==> src/rtl/tube_pkg.sv <==
// rtl/tube_pkg.sv - shared constants and slot phase type for the tube scan driver
package tube_pkg;
    localparam int         NUM_DIGITS    = 4;
    localparam logic [7:0] SEG_BLANK     = 8'hFF;
    localparam logic [3:0] AN_OFF        = 4'hF;
    localparam int         BRIGHT_LEVELS = 8;

    typedef enum logic [1:0] {
        PH_GUARD,
        PH_ON,
        PH_OFF
    } slot_phase_t;
endpackage

==> src/rtl/tube_slot_timer.sv <==
// rtl/tube_slot_timer.sv - per-digit slot counter, brightness latch and guard/on/off phase decode
module tube_slot_timer
    import tube_pkg::*;
#(
    parameter int SCAN_DIV = 50000,
    parameter int GUARD    = 64
) (
    input  logic       clk,
    input  logic       rst,
    input  logic [2:0] bright,
    output logic [1:0] phase,
    output logic [1:0] dig,
    output logic       slot_start,
    output logic       frame_end
);
    localparam int CW  = $clog2(SCAN_DIV);
    localparam int SUB = (SCAN_DIV - GUARD) / BRIGHT_LEVELS;
    localparam logic [CW:0] GUARD_W = (CW+1)'(GUARD);
    localparam logic [CW:0] SUB_W   = (CW+1)'(SUB);

    logic [CW-1:0] cnt_q, cnt_d;
    logic [1:0]    dig_q, dig_d;
    logic [2:0]    bri_q;
    logic [CW:0]   on_end;
    logic          last_cycle;
    slot_phase_t   phase_d;

    assign last_cycle = (cnt_q == CW'(SCAN_DIV - 1));
    assign slot_start = (cnt_q == '0);
    assign frame_end  = last_cycle && (dig_q == 2'(NUM_DIGITS - 1));
    assign dig        = dig_q;
    assign phase      = phase_d;

    assign cnt_d = last_cycle ? '0 : cnt_q + CW'(1);
    assign dig_d = last_cycle ? dig_q + 2'd1 : dig_q;

    // One extra bit so GUARD + 8*SUB cannot wrap when SCAN_DIV is a power of two
    assign on_end = GUARD_W + ((CW+1)'(bri_q) + (CW+1)'(1)) * SUB_W;

    always_comb begin
        phase_d = PH_OFF;
        if ({1'b0, cnt_q} < GUARD_W) begin
            phase_d = PH_GUARD;
        end else if ({1'b0, cnt_q} < on_end) begin
            phase_d = PH_ON;
        end
    end

    always_ff @(posedge clk) begin
        if (rst) begin
            cnt_q <= '0;
            dig_q <= '0;
            bri_q <= '0;
        end else begin
            cnt_q <= cnt_d;
            dig_q <= dig_d;
            if (slot_start) begin
                bri_q <= bright;
            end
        end
    end
endmodule

==> src/rtl/tube_scanner.sv <==
// rtl/tube_scanner.sv - four-digit seven-segment scan driver with double buffering and duty dimming
module tube_scanner
    import tube_pkg::*;
#(
    parameter int SCAN_DIV = 50000,
    parameter int GUARD    = 64
) (
    input  logic        clk,
    input  logic        rst,
    input  logic [31:0] bit16drive,
    input  logic        load,
    input  logic [3:0]  digit_en,
    input  logic [2:0]  bright,
    output logic [7:0]  seg,
    output logic [3:0]  an,
    output logic        frame_done
);
    logic [1:0]  phase;
    logic [1:0]  dig;
    logic        slot_start;
    logic        frame_end;

    logic [31:0] pend_q;
    logic        pend_valid_q;
    logic [31:0] active_q;
    logic [7:0]  seg_q, seg_d;
    logic [3:0]  an_q, an_d;
    logic        frame_done_q;

    tube_slot_timer #(
        .SCAN_DIV (SCAN_DIV),
        .GUARD    (GUARD)
    ) u_timer (
        .clk        (clk),
        .rst        (rst),
        .bright     (bright),
        .phase      (phase),
        .dig        (dig),
        .slot_start (slot_start),
        .frame_end  (frame_end)
    );

    // Slot cycle 0 stays dark: brightness for the slot is only latched on that cycle
    always_comb begin
        seg_d = SEG_BLANK;
        an_d  = AN_OFF;
        if (phase == PH_ON && digit_en[dig] && !slot_start) begin
            an_d  = ~(4'b0001 << dig);
            seg_d = active_q[8*dig +: 8];
        end
    end

    always_ff @(posedge clk) begin
        if (rst) begin
            pend_q       <= '1;
            pend_valid_q <= 1'b0;
            active_q     <= '1;
            seg_q        <= SEG_BLANK;
            an_q         <= AN_OFF;
            frame_done_q <= 1'b0;
        end else begin
            if (load) begin
                pend_q       <= bit16drive;
                pend_valid_q <= 1'b1;
            end
            // Displayed word only swaps on the frame boundary so a frame never tears
            if (frame_end) begin
                if (load) begin
                    active_q     <= bit16drive;
                    pend_valid_q <= 1'b0;
                end else if (pend_valid_q) begin
                    active_q     <= pend_q;
                    pend_valid_q <= 1'b0;
                end
            end
            seg_q        <= seg_d;
            an_q         <= an_d;
            frame_done_q <= frame_end;
        end
    end

    assign seg        = seg_q;
    assign an         = an_q;
    assign frame_done = frame_done_q;
endmodule
==> config.mk <==
export PLATFORM = sky130hd
export DESIGN_NAME = tube_scanner
export DESIGN_NICKNAME = d
export VERILOG_FILES = /design/src/rtl/tube_pkg.sv /design/src/rtl/tube_slot_timer.sv /design/src/rtl/tube_scanner.sv
export SDC_FILE = /design/constraint.sdc
export NUM_CORES = 1
export LEC_CHECK = 0
export ABC_AREA = 1
export CAP_MARGIN = 25
export CORE_MARGIN = 2
export CORE_UTILIZATION = 35
export DETAILED_ROUTE_END_ITERATION = 10
export PLACE_DENSITY = 0.62
export SLEW_MARGIN = 20
export SYNTH_ARGS = -nofsm -noshare
export SYNTH_HDL_FRONTEND = slang
export SYNTH_HIERARCHICAL = 1
export SYNTH_SLANG_ARGS = --single-unit
==> constraint.sdc <==
create_clock -name clk -period 10.38 [get_ports clk]
set_clock_uncertainty 0.15 [all_clocks]
set_input_delay 1.557 -clock clk [delete_from_list [all_inputs] [get_ports clk]]
set_output_delay 1.557 -clock clk [all_outputs]
set_load 0.05 [all_outputs]
=== After elaboration in Yosys (flattened, before gate mapping) ===
Cells that the tools add are included.

* Add/subtract/negate cells: 4
* Multipliers: 1
* Divide/modulo/power cells: 0
* $lt $le $gt $ge: 3
* Equal/unequal tests: 3
* Shifts and indexed selects: 2
* Muxes and demuxes: 10
* Bitwise logic cells: 2
* Reduce and logical (&&, ||, !) cells: 9

{| class="wikitable"
|+ Operators by type and width
! cell !! number
|-
| $mux 32 || 2
|-
| $shiftx 32x6->8 || 1
|-
| $add 7x17->17 const A || 1
|-
| $lt 16x17->1 || 1
|-
| $mul 17x12->16 const B || 1
|-
| $add 16x1->16 const B || 1
|-
| $eq 16x16->1 const B || 1
|-
| $logic_not 16->1 || 1
|-
| $lt 16x7->1 const B || 1
|-
| $mux 1 || 5
|-
| $add 3x1->4 const B || 1
|-
| $mux 2 || 2
|-
| $not 4->4 || 1
|-
| $reduce_or 2->1 || 2
|-
| $shl 1x2->4 const A || 1
|-
| $logic_and 1x1->1 || 3
|-
| $lt 2x3->1 const B || 1
|-
| $add 2x1->2 const B || 1
|-
| $bmux 1 s2 || 1
|-
| $eq 2x1->1 const B || 1
|-
| $eq 2x2->1 const B || 1
|-
| $reduce_and 2->1 || 1
|-
| $reduce_bool 2->1 || 1
|-
| $logic_not 1->1 || 1
|-
| $not 1->1 || 1
|}

* Register bits after elaboration: 99
* Bits in latches: 0
* Memory bits (writable): 0
* Memory bits (read-only): 0
* Input port bits: 42
* Memories kept: 0

=== Longest topological paths before layout ===
Gate-level depths: netlist (run 1).

* Depth in word-level cells: 11
* Mapped depth: 31
* Depth with buffers taken out: 30

=== Modules after synthesis ===
The synthesis (run 1) kept the hierarchy.

{| class="wikitable"
|+ By module, submodules not included
! module !! times used !! cells each !! area each (um2)
|-
| tube_scanner || 1 || 423 || 3,154.3
|-
| tube_slot_timer || 1 || 270 || 1,878.1
|}

=== Worst setup path before layout (run 1) ===
Ideal clock, no wire load.

* Path kind: reg-to-reg
* Start: register u_timer.bri_q[0]
* End: register seg_q[0] (netlist: seg[0])
* Arrival time: 3.908 ns
* Data required time: 10.108 ns
* Slack: 6.200 ns
* Stages on the path, launching flop included: 30
* Path buffers: 1
* Period minus slack after synthesis: 4.180 ns
* Cell sequence: dfxtp_1 -> ha_1 -> nand2_1 -> nand2_2 -> inv_2 -> ha_1 -> ha_1 -> ha_1 -> nand2_1 -> a21oi_2 -> xor2_1 -> nand3_1 -> nor2_1 -> nand2_1 -> xor2_1 -> ha_1 -> inv_1 -> nor3_1 -> a211oi_1 -> nand2_1 -> nand2_1 -> nand2_1 -> nand2_1 -> nand2_1 -> nand2_1 -> nor2_1 -> nor2_1 -> and3_1 -> buf_4 -> nand3_1

* Cells in the longest elaborated chain, start to end: 11

{| class="wikitable"
|+ RTL lines
! element !! RTL line !! source
|-
| start, declared || tube_slot_timer.sv:23 || <nowiki>logic [2:0] bri_q;</nowiki>
|-
| start signal, assigned || tube_slot_timer.sv:58 || <nowiki>bri_q <= bright;</nowiki>
|-
| $add 3x1->4 || tube_slot_timer.sv:38 || <nowiki>assign on_end = GUARD_W + ((CW+1)'(bri_q) + (CW+1)'(1)) * SUB_W;</nowiki>
|-
| $mul 17x12->16 || tube_slot_timer.sv:38 ||
|-
| $add 7x17->17 || tube_slot_timer.sv:38 ||
|-
| $lt 16x17->1 || tube_slot_timer.sv:44 || <nowiki>end else if ({1'b0, cnt_q} < on_end) begin</nowiki>
|-
| $mux 2 || tube_slot_timer.sv:44 ||
|-
| $mux 2 || tube_slot_timer.sv:42 || <nowiki>if ({1'b0, cnt_q} < GUARD_W) begin</nowiki>
|-
| named net phase[1] || tube_scanner.sv:18 || <nowiki>logic [1:0] phase;</nowiki>
|-
| $eq 2x1->1 || tube_scanner.sv:47 || <nowiki>if (phase == PH_ON && digit_en[dig] && !slot_start) begin</nowiki>
|-
| $logic_and 1x1->1 (2 in series) || tube_scanner.sv:47 ||
|-
| $not 1->1 (no line) || - ||
|-
| $reduce_or 2->1 (no line) || - ||
|-
| end signal, assigned || tube_scanner.sv:76 || <nowiki>seg_q <= seg_d;</nowiki>
|-
| end, declared || tube_scanner.sv:26 || <nowiki>logic [7:0] seg_q, seg_d;</nowiki>
|}

The timed path passes the listed nets, and every way through them passes these cells.
A chain may end at the register's enable or synchronous reset.

=== Worst setup path in the final report (run 1) ===
Same ends and word-level chain as after synthesis.

==> flow_metrics.env, run 1 <==
export IMPL_drv_slew=0
export IMPL_gr_total_overflow=0
export IMPL_endpoint_kind="register"
export IMPL_drt_vias_per_instance=4.66
export IMPL_grt_pass1_vias=4103
export IMPL_synthesis_area_um2=5030
export IMPL_start_util_pct=36.0
export IMPL_clk_path_buf_depth=2
export IMPL_cts_tree="done"
export IMPL_die_area_um2=15400
export IMPL_cts_sinks=99
export IMPL_rsz0062_at_grt="false"
export IMPL_swShare_pct=26.3
export IMPL_max_freq_ghz=0.207
export IMPL_peakVddDrop_uv=101
export IMPL_yosys_warnings=6
export IMPL_worst_skew_pair_late_latency_ps=350
export IMPL_io_buffers=54
export IMPL_critPathRequiredTime_ps=10450
export IMPL_gp_congestion=0.824
export IMPL_slowest_delay_ps=580
export IMPL_grt_max_degree=66
export IMPL_switchingPower_uw=230
export IMPL_post_place_ws_ps=5570
export IMPL_yosysSeqAreaShare_pct=39.4
export IMPL_tightest_slew_ps=1020
export IMPL_finalCritPeriodShare_pct=46.5
export IMPL_arrival_ps=4890
export IMPL_power_leakage_uw=0.00280
export IMPL_combPwrFrac_pct=14.0
export IMPL_cpMostUsedCell="nand2_1"
export IMPL_placed_cells=901
export IMPL_status="completed"
export IMPL_drive_gt1_share_pct=8.41
export IMPL_core_area_um2=14000
export IMPL_vias=4276
export IMPL_cts_hold_buffers=0
export IMPL_path_class="register to register"
export IMPL_postCtsSetupBuffers=0
export IMPL_finalWorstSetupSlack_ps=5550
export IMPL_grt_usage_pct=15.9
export IMPL_cts_resized=0
export IMPL_avgRoutedWirePerCell_um=12.2
export IMPL_synth_seq_cells=99
export IMPL_final_common_cell="nand2_1"
export IMPL_cts_root_buf="clkbuf_16"
export IMPL_hold_ws_ps=300
export IMPL_setup_tns_ps=0
export IMPL_period_needed_ps=4830
export IMPL_layoutNonFillerInstCount=917
export IMPL_cap_violations=0
export IMPL_pwr_density_cell_nw_per_um2=147
export IMPL_postRouteAntennaNets=0
export IMPL_layout_common_cells="nand2_1, nand3_1, dfxtp_1, clkdlybuf4s50_1, inv_1"
export IMPL_avgSynthCellArea_um2=7.26
export IMPL_die_y_um=124
export IMPL_antenna_found_initial=0
export IMPL_first_iter_violations=241
export IMPL_setup_viol=0
export IMPL_num_antenna_cells=0
export IMPL_internal_power_uw=645
export IMPL_final_nets=800
export IMPL_area_delta_synth_final_pct=17.9
export IMPL_seqPwrFrac_pct=45.4
export IMPL_syn_nets=761
export IMPL_die_w_um=124
export IMPL_dp_hpwl_um=7920
export IMPL_numCtsBuffers=9
export IMPL_nFillCells=1486
export IMPL_drc=0
export IMPL_dr_pass1_iters=4
export IMPL_start_kind="register"
export IMPL_pwr_share_clk_pct=40.7
export IMPL_ys_types=36
export IMPL_std_cell_rows=43
export IMPL_synth_cells=693
export IMPL_io_pins=55
export IMPL_crit_slowest_cell="and3_1"
export IMPL_htreeDepth=3
export IMPL_clk_pin_slew_worst_paths_ps=70
export IMPL_cp_max_fo=12
export IMPL_wl_um=11100
export IMPL_hp_class="register to register"
export IMPL_grt_pass1_wl_um=19000
export IMPL_slew_headroom_pct=32.0
export IMPL_hold_viol=0
flip-flops by register name, summed over array words and instances, names as in the netlist:
signal         count
active_q          32
pend_valid_q       1
u_timer/dig        2
an                 4
frame_done         1
pend_q            32
u_timer/cnt_q     16
u_timer/bri_q      3
seg                8
final timing paths:
path | start | end | slack [ps] | depth (start not counted)
max | u_timer/bri_q[0] | seg[0] | 5550 | 28
min reg2reg | pend_q[10] | pend_q[10] | 300 | 2
min | pend_q[10] | pend_q[10] | 300 | 2
max reg2reg | u_timer/bri_q[0] | seg[0] | 5550 | 28
worst max-delay path, delay by kind of cell (launching register included):
family,cells,cell delay [ps]
fa+ha+maj,5,1310
compound gates,2,390
xor+xnor,2,320
buf+inv,2,120
simple gates,17,1900
flops,1,490
logic make-up after synthesis:
group | synth area share [%]
AND/OR/NAND/NOR | 41.1
flip-flops | 39.4
buffers and inverters | 8.23
AO/OA/AOI/OAI | 3.38
adder cells (fa/ha/maj) | 6.46
XOR/XNOR | 1.39
power groups by stage:
stage,combinational [uW],clock (uW),sequential [uW]
after floorplan,90.1,0,404
after global placement,122,0,405
after detailed placement,123,0,405
after CTS,123,364,397
after global routing,142,381,398
final,122,356,397
through the flow:
stage / total power, uW / cell area [um2] / util [%]
6_report: 874 / 5930 / 42.4
3_5_place_dp: 528 / 5610 / 40.1
4_1_cts: 884 / 5930 / 42.4
2_1_floorplan: 494 / 5030 / -
5_1_grt: 921 / 5930 / 42.4
3_3_place_gp: 528 / 5610 / 40.1
cell type report:
type / instances / area [um2] / area share (%)
sequential: 99 / 1980 / 33.4
clock buffer: 11 / 253 / 4.26
inverter: 56 / 213 / 3.59
multi-input combinational: 510 / 2640 / 44.5
clock inverter: 5 / 66.3 / 1.12
timing repair buffer: 56 / 556 / 9.37
tap: 180 / 225 / 3.80
routing by layer:
| metal | routed length [um] | part of all wire, % | vias up | track usage (%) |
|---|---|---|---|---|
| li1 | - | - | 2315 | - |
| met2 | 5180 | 46 | 49 | 26.4 |
| met1 | 5470 | 49 | 1904 | 20.2 |
| met5 | 0 | 0 | - | 0 |
| met3 | 378 | 3.4 | 8 | 3.98 |
| met4 | 125 | 1.1 | 0 | 4.92 |
Yosys cell counts:
| cell | count | area [um2] |
|---|---|---|
| nand2_2 | 8 | 50.1 |
| o31a_1 | 1 | 8.76 |
| buf_6 | 7 | 78.8 |
| or2_2 | 1 | 6.26 |
| nor2_2 | 2 | 12.5 |
| clkbuf_1 | 2 | 7.51 |
| o211ai_1 | 1 | 7.51 |
| a211oi_1 | 4 | 30.0 |
| nand3_2 | 11 | 110 |
| nand4_2 | 1 | 12.5 |
| inv_2 | 7 | 26.3 |
| o21ai_0 | 6 | 30.0 |
| ha_1 | 26 | 325 |
| nor3_1 | 9 | 45.0 |
| buf_2 | 11 | 55.1 |
| inv_4 | 1 | 6.26 |
| xor2_1 | 6 | 52.6 |
| xnor2_1 | 2 | 17.5 |
| buf_4 | 8 | 60.1 |
| nor3b_1 | 2 | 15.0 |
| dfxtp_1 | 99 | 1980 |
| a31oi_1 | 1 | 6.26 |
| nor4_1 | 1 | 6.26 |
| and2_1 | 3 | 18.8 |
| nor3_2 | 2 | 20.0 |
| nor2_1 | 43 | 161 |
| inv_1 | 48 | 180 |
| nand3_1 | 104 | 521 |
| nand3b_4 | 1 | 20.0 |
| nor4_4 | 2 | 42.5 |
| nor2_4 | 6 | 67.6 |
| nand4_1 | 6 | 37.5 |
| a21oi_1 | 14 | 70.1 |
| and3_1 | 2 | 12.5 |
| nand2_1 | 243 | 912 |
| a21oi_2 | 2 | 17.5 |
No activity file was read; power rests on OpenSTA's default activity.
==> inputs of run 2 (changes only) <==
PLACE_DENSITY = 0.64   (was 0.62)
clock period = 3.9 ns   (was 10.38 ns; I/O delays follow)
==> run 2 against run 1 <==
Compared with the run above:
- the flow now finishes with violations (negative setup slack)
- sequential cell count did not move
- core utilization rose by 2.1 points
- maximum frequency rose by 20%
- worst setup slack got worse by 5700 ps
- critical path type unchanged
- critical endpoint unchanged
==> flow_metrics.env, run 2 (synthesized netlist as in run 1, its figures left out) <==
export IMPL_finalCritPeriodShare_pct=103
export IMPL_violations="negative setup slack"
export IMPL_period_needed_ps=4020
export IMPL_path_class="register to register"
export IMPL_hold_viol=0
export IMPL_start_util_pct=36.0
export IMPL_drc=0
export IMPL_start_kind="register"
export IMPL_antenna_found_initial=0
export IMPL_cts_tree="done"
export IMPL_grt_pass1_wl_um=19700
export IMPL_die_w_um=124
export IMPL_reg_top3="active_q: 32 flops, pend_q: 32 flops, u_timer/cnt_q: 16 flops"
export IMPL_crit_buf_inv=4
export IMPL_status="finished with violations"
export IMPL_worst_skew_pair_late_latency_ps=350
export IMPL_pwr_density_cell_nw_per_um2=365
export IMPL_vias=4450
export IMPL_post_place_ws_ps=-172
export IMPL_endpoint_kind="register"
export IMPL_htreeDepth=3
export IMPL_total_power_uw=2280
export IMPL_gp_congestion=0.839
export IMPL_nFillCells=1462
export IMPL_arrival_ps=4090
export IMPL_clk_path_buf_depth=2
export IMPL_layout_common_cells="nand2_1, nand3_1, dfxtp_1, clkdlybuf4s50_1, inv_1"
export IMPL_grt_max_degree=65
export IMPL_cp_top_family="simple AND/OR/NAND/NOR gates"
export IMPL_drive_gt1_share_pct=13.8
export IMPL_final_common_cell="nand2_1"
export IMPL_setup_tns_ps=-1340
export IMPL_drt_vias_per_instance=4.72
export IMPL_core_area_um2=14000
export IMPL_power_leakage_uw=0.00293
export IMPL_grt_pass1_vias=4289
export IMPL_postRouteAntennaNets=0
export IMPL_hp_class="register to register"
export IMPL_setup_viol=12
export IMPL_peakVddDrop_uv=297
export IMPL_die_y_um=124
export IMPL_numCtsBuffers=9
export IMPL_slew_headroom_pct=56.7
export IMPL_cts_sinks=99
export IMPL_max_freq_ghz=0.249
export IMPL_tightest_slew_ps=649
export IMPL_slowest_delay_ps=370
export IMPL_cts_hold_buffers=0
export IMPL_cts_root_buf="clkbuf_16"
export IMPL_dr_pass1_iters=5
export IMPL_die_area_um2=15400
export IMPL_critPathRequiredTime_ps=3970
export IMPL_final_nets=826
export IMPL_num_antenna_cells=0
export IMPL_first_iter_violations=227
export IMPL_finalWorstSetupSlack_ps=-120
export IMPL_cpMostUsedCell="nand2_1"
export IMPL_gr_total_overflow=0
export IMPL_dp_hpwl_um=8320
export IMPL_rsz0062_at_grt="true"
export IMPL_crit_slowest_cell="dfxtp_4"
export IMPL_avgRoutedWirePerCell_um=12.1
export IMPL_wl_um=11400
export IMPL_io_pins=55
export IMPL_std_cell_rows=43
export IMPL_cp_max_fo=6
export IMPL_clk_pin_slew_worst_paths_ps=70
export IMPL_area_delta_synth_final_pct=23.8
export IMPL_io_buffers=54
export IMPL_grt_usage_pct=16.3
export IMPL_cap_violations=0
export IMPL_drv_slew=0
-- run 2: final timing paths --
kind                            slack (ps)  cells after the start        startpoint    endpoint
worst max-delay path                  -120                     30  u_timer/bri_q[0]      seg[0]
worst min-delay path                   300                      2        pend_q[16]  pend_q[16]
worst max register to register        -120                     30  u_timer/bri_q[0]      seg[0]
worst min register to register         300                      2        pend_q[16]  pend_q[16]
-- run 2: final cells by class --
type	instances	area (um2)	area share, %
multi-input combinational	510	2760	44.2
tap	180	225	3.61
timing repair buffer	82	783	12.6
clock buffer	10	229	3.67
clock inverter	5	38.8	0.622
inverter	56	213	3.41
sequential	99	1990	31.9
-- run 2: what timing repair did --
action / in CTS / in global routing
endpoints found under the hold margin: 0 / 0
endpoints found under the setup margin: 12 / 12
setup buffers: 1 / 1
pin swaps: 12 / 5
gates cloned: 1 / 0
resized for setup: 6 / 3
-- run 2: per-stage QoR --
stage                     instances  utilization (%)  instance area [um2]  hold slack [ps]
after floorplan                 693                -                 5130              274
after global placement          924             42.1                 5890              282
after detailed placement        924             42.1                 5890              288
after CTS                       941             44.4                 6210              305
after global routing            942             44.5                 6230              326
final                           942             44.5                 6230              301
-- run 2: power by group --
part	switching [uW]	leakage (uW)	internal, uW
Clock	384	0.000129	432
Combinational	221	0.00199	182
Sequential	15.1	0.000811	1040
Total	620	0.00293	1660
-- run 2: layer usage --
| metal | GRT usage (%) | wire length [um] | vias up |
|---|---|---|---|
| met3 | 3.89 | 473 | 7 |
| li1 | - | - | 2351 |
| met2 | 28.1 | 5390 | 69 |
| met5 | 0 | 0 | - |
| met1 | 20.7 | 5450 | 2023 |
| met4 | 3.58 | 114 | 0 |
-- run 2: worst reg2reg max path: cells and delay by family (launching register included) --
| family | cells | cell delay [ps] |
|---|---|---|
| adders and majority gates | 5 | 1150 |
| buffers and inverters | 4 | 300 |
| AOI/OAI and AO/OA | 2 | 270 |
| DFF | 1 | 370 |
| and+or+nand+nor | 17 | 1340 |
| xor gates and xnor gates | 2 | 320 |
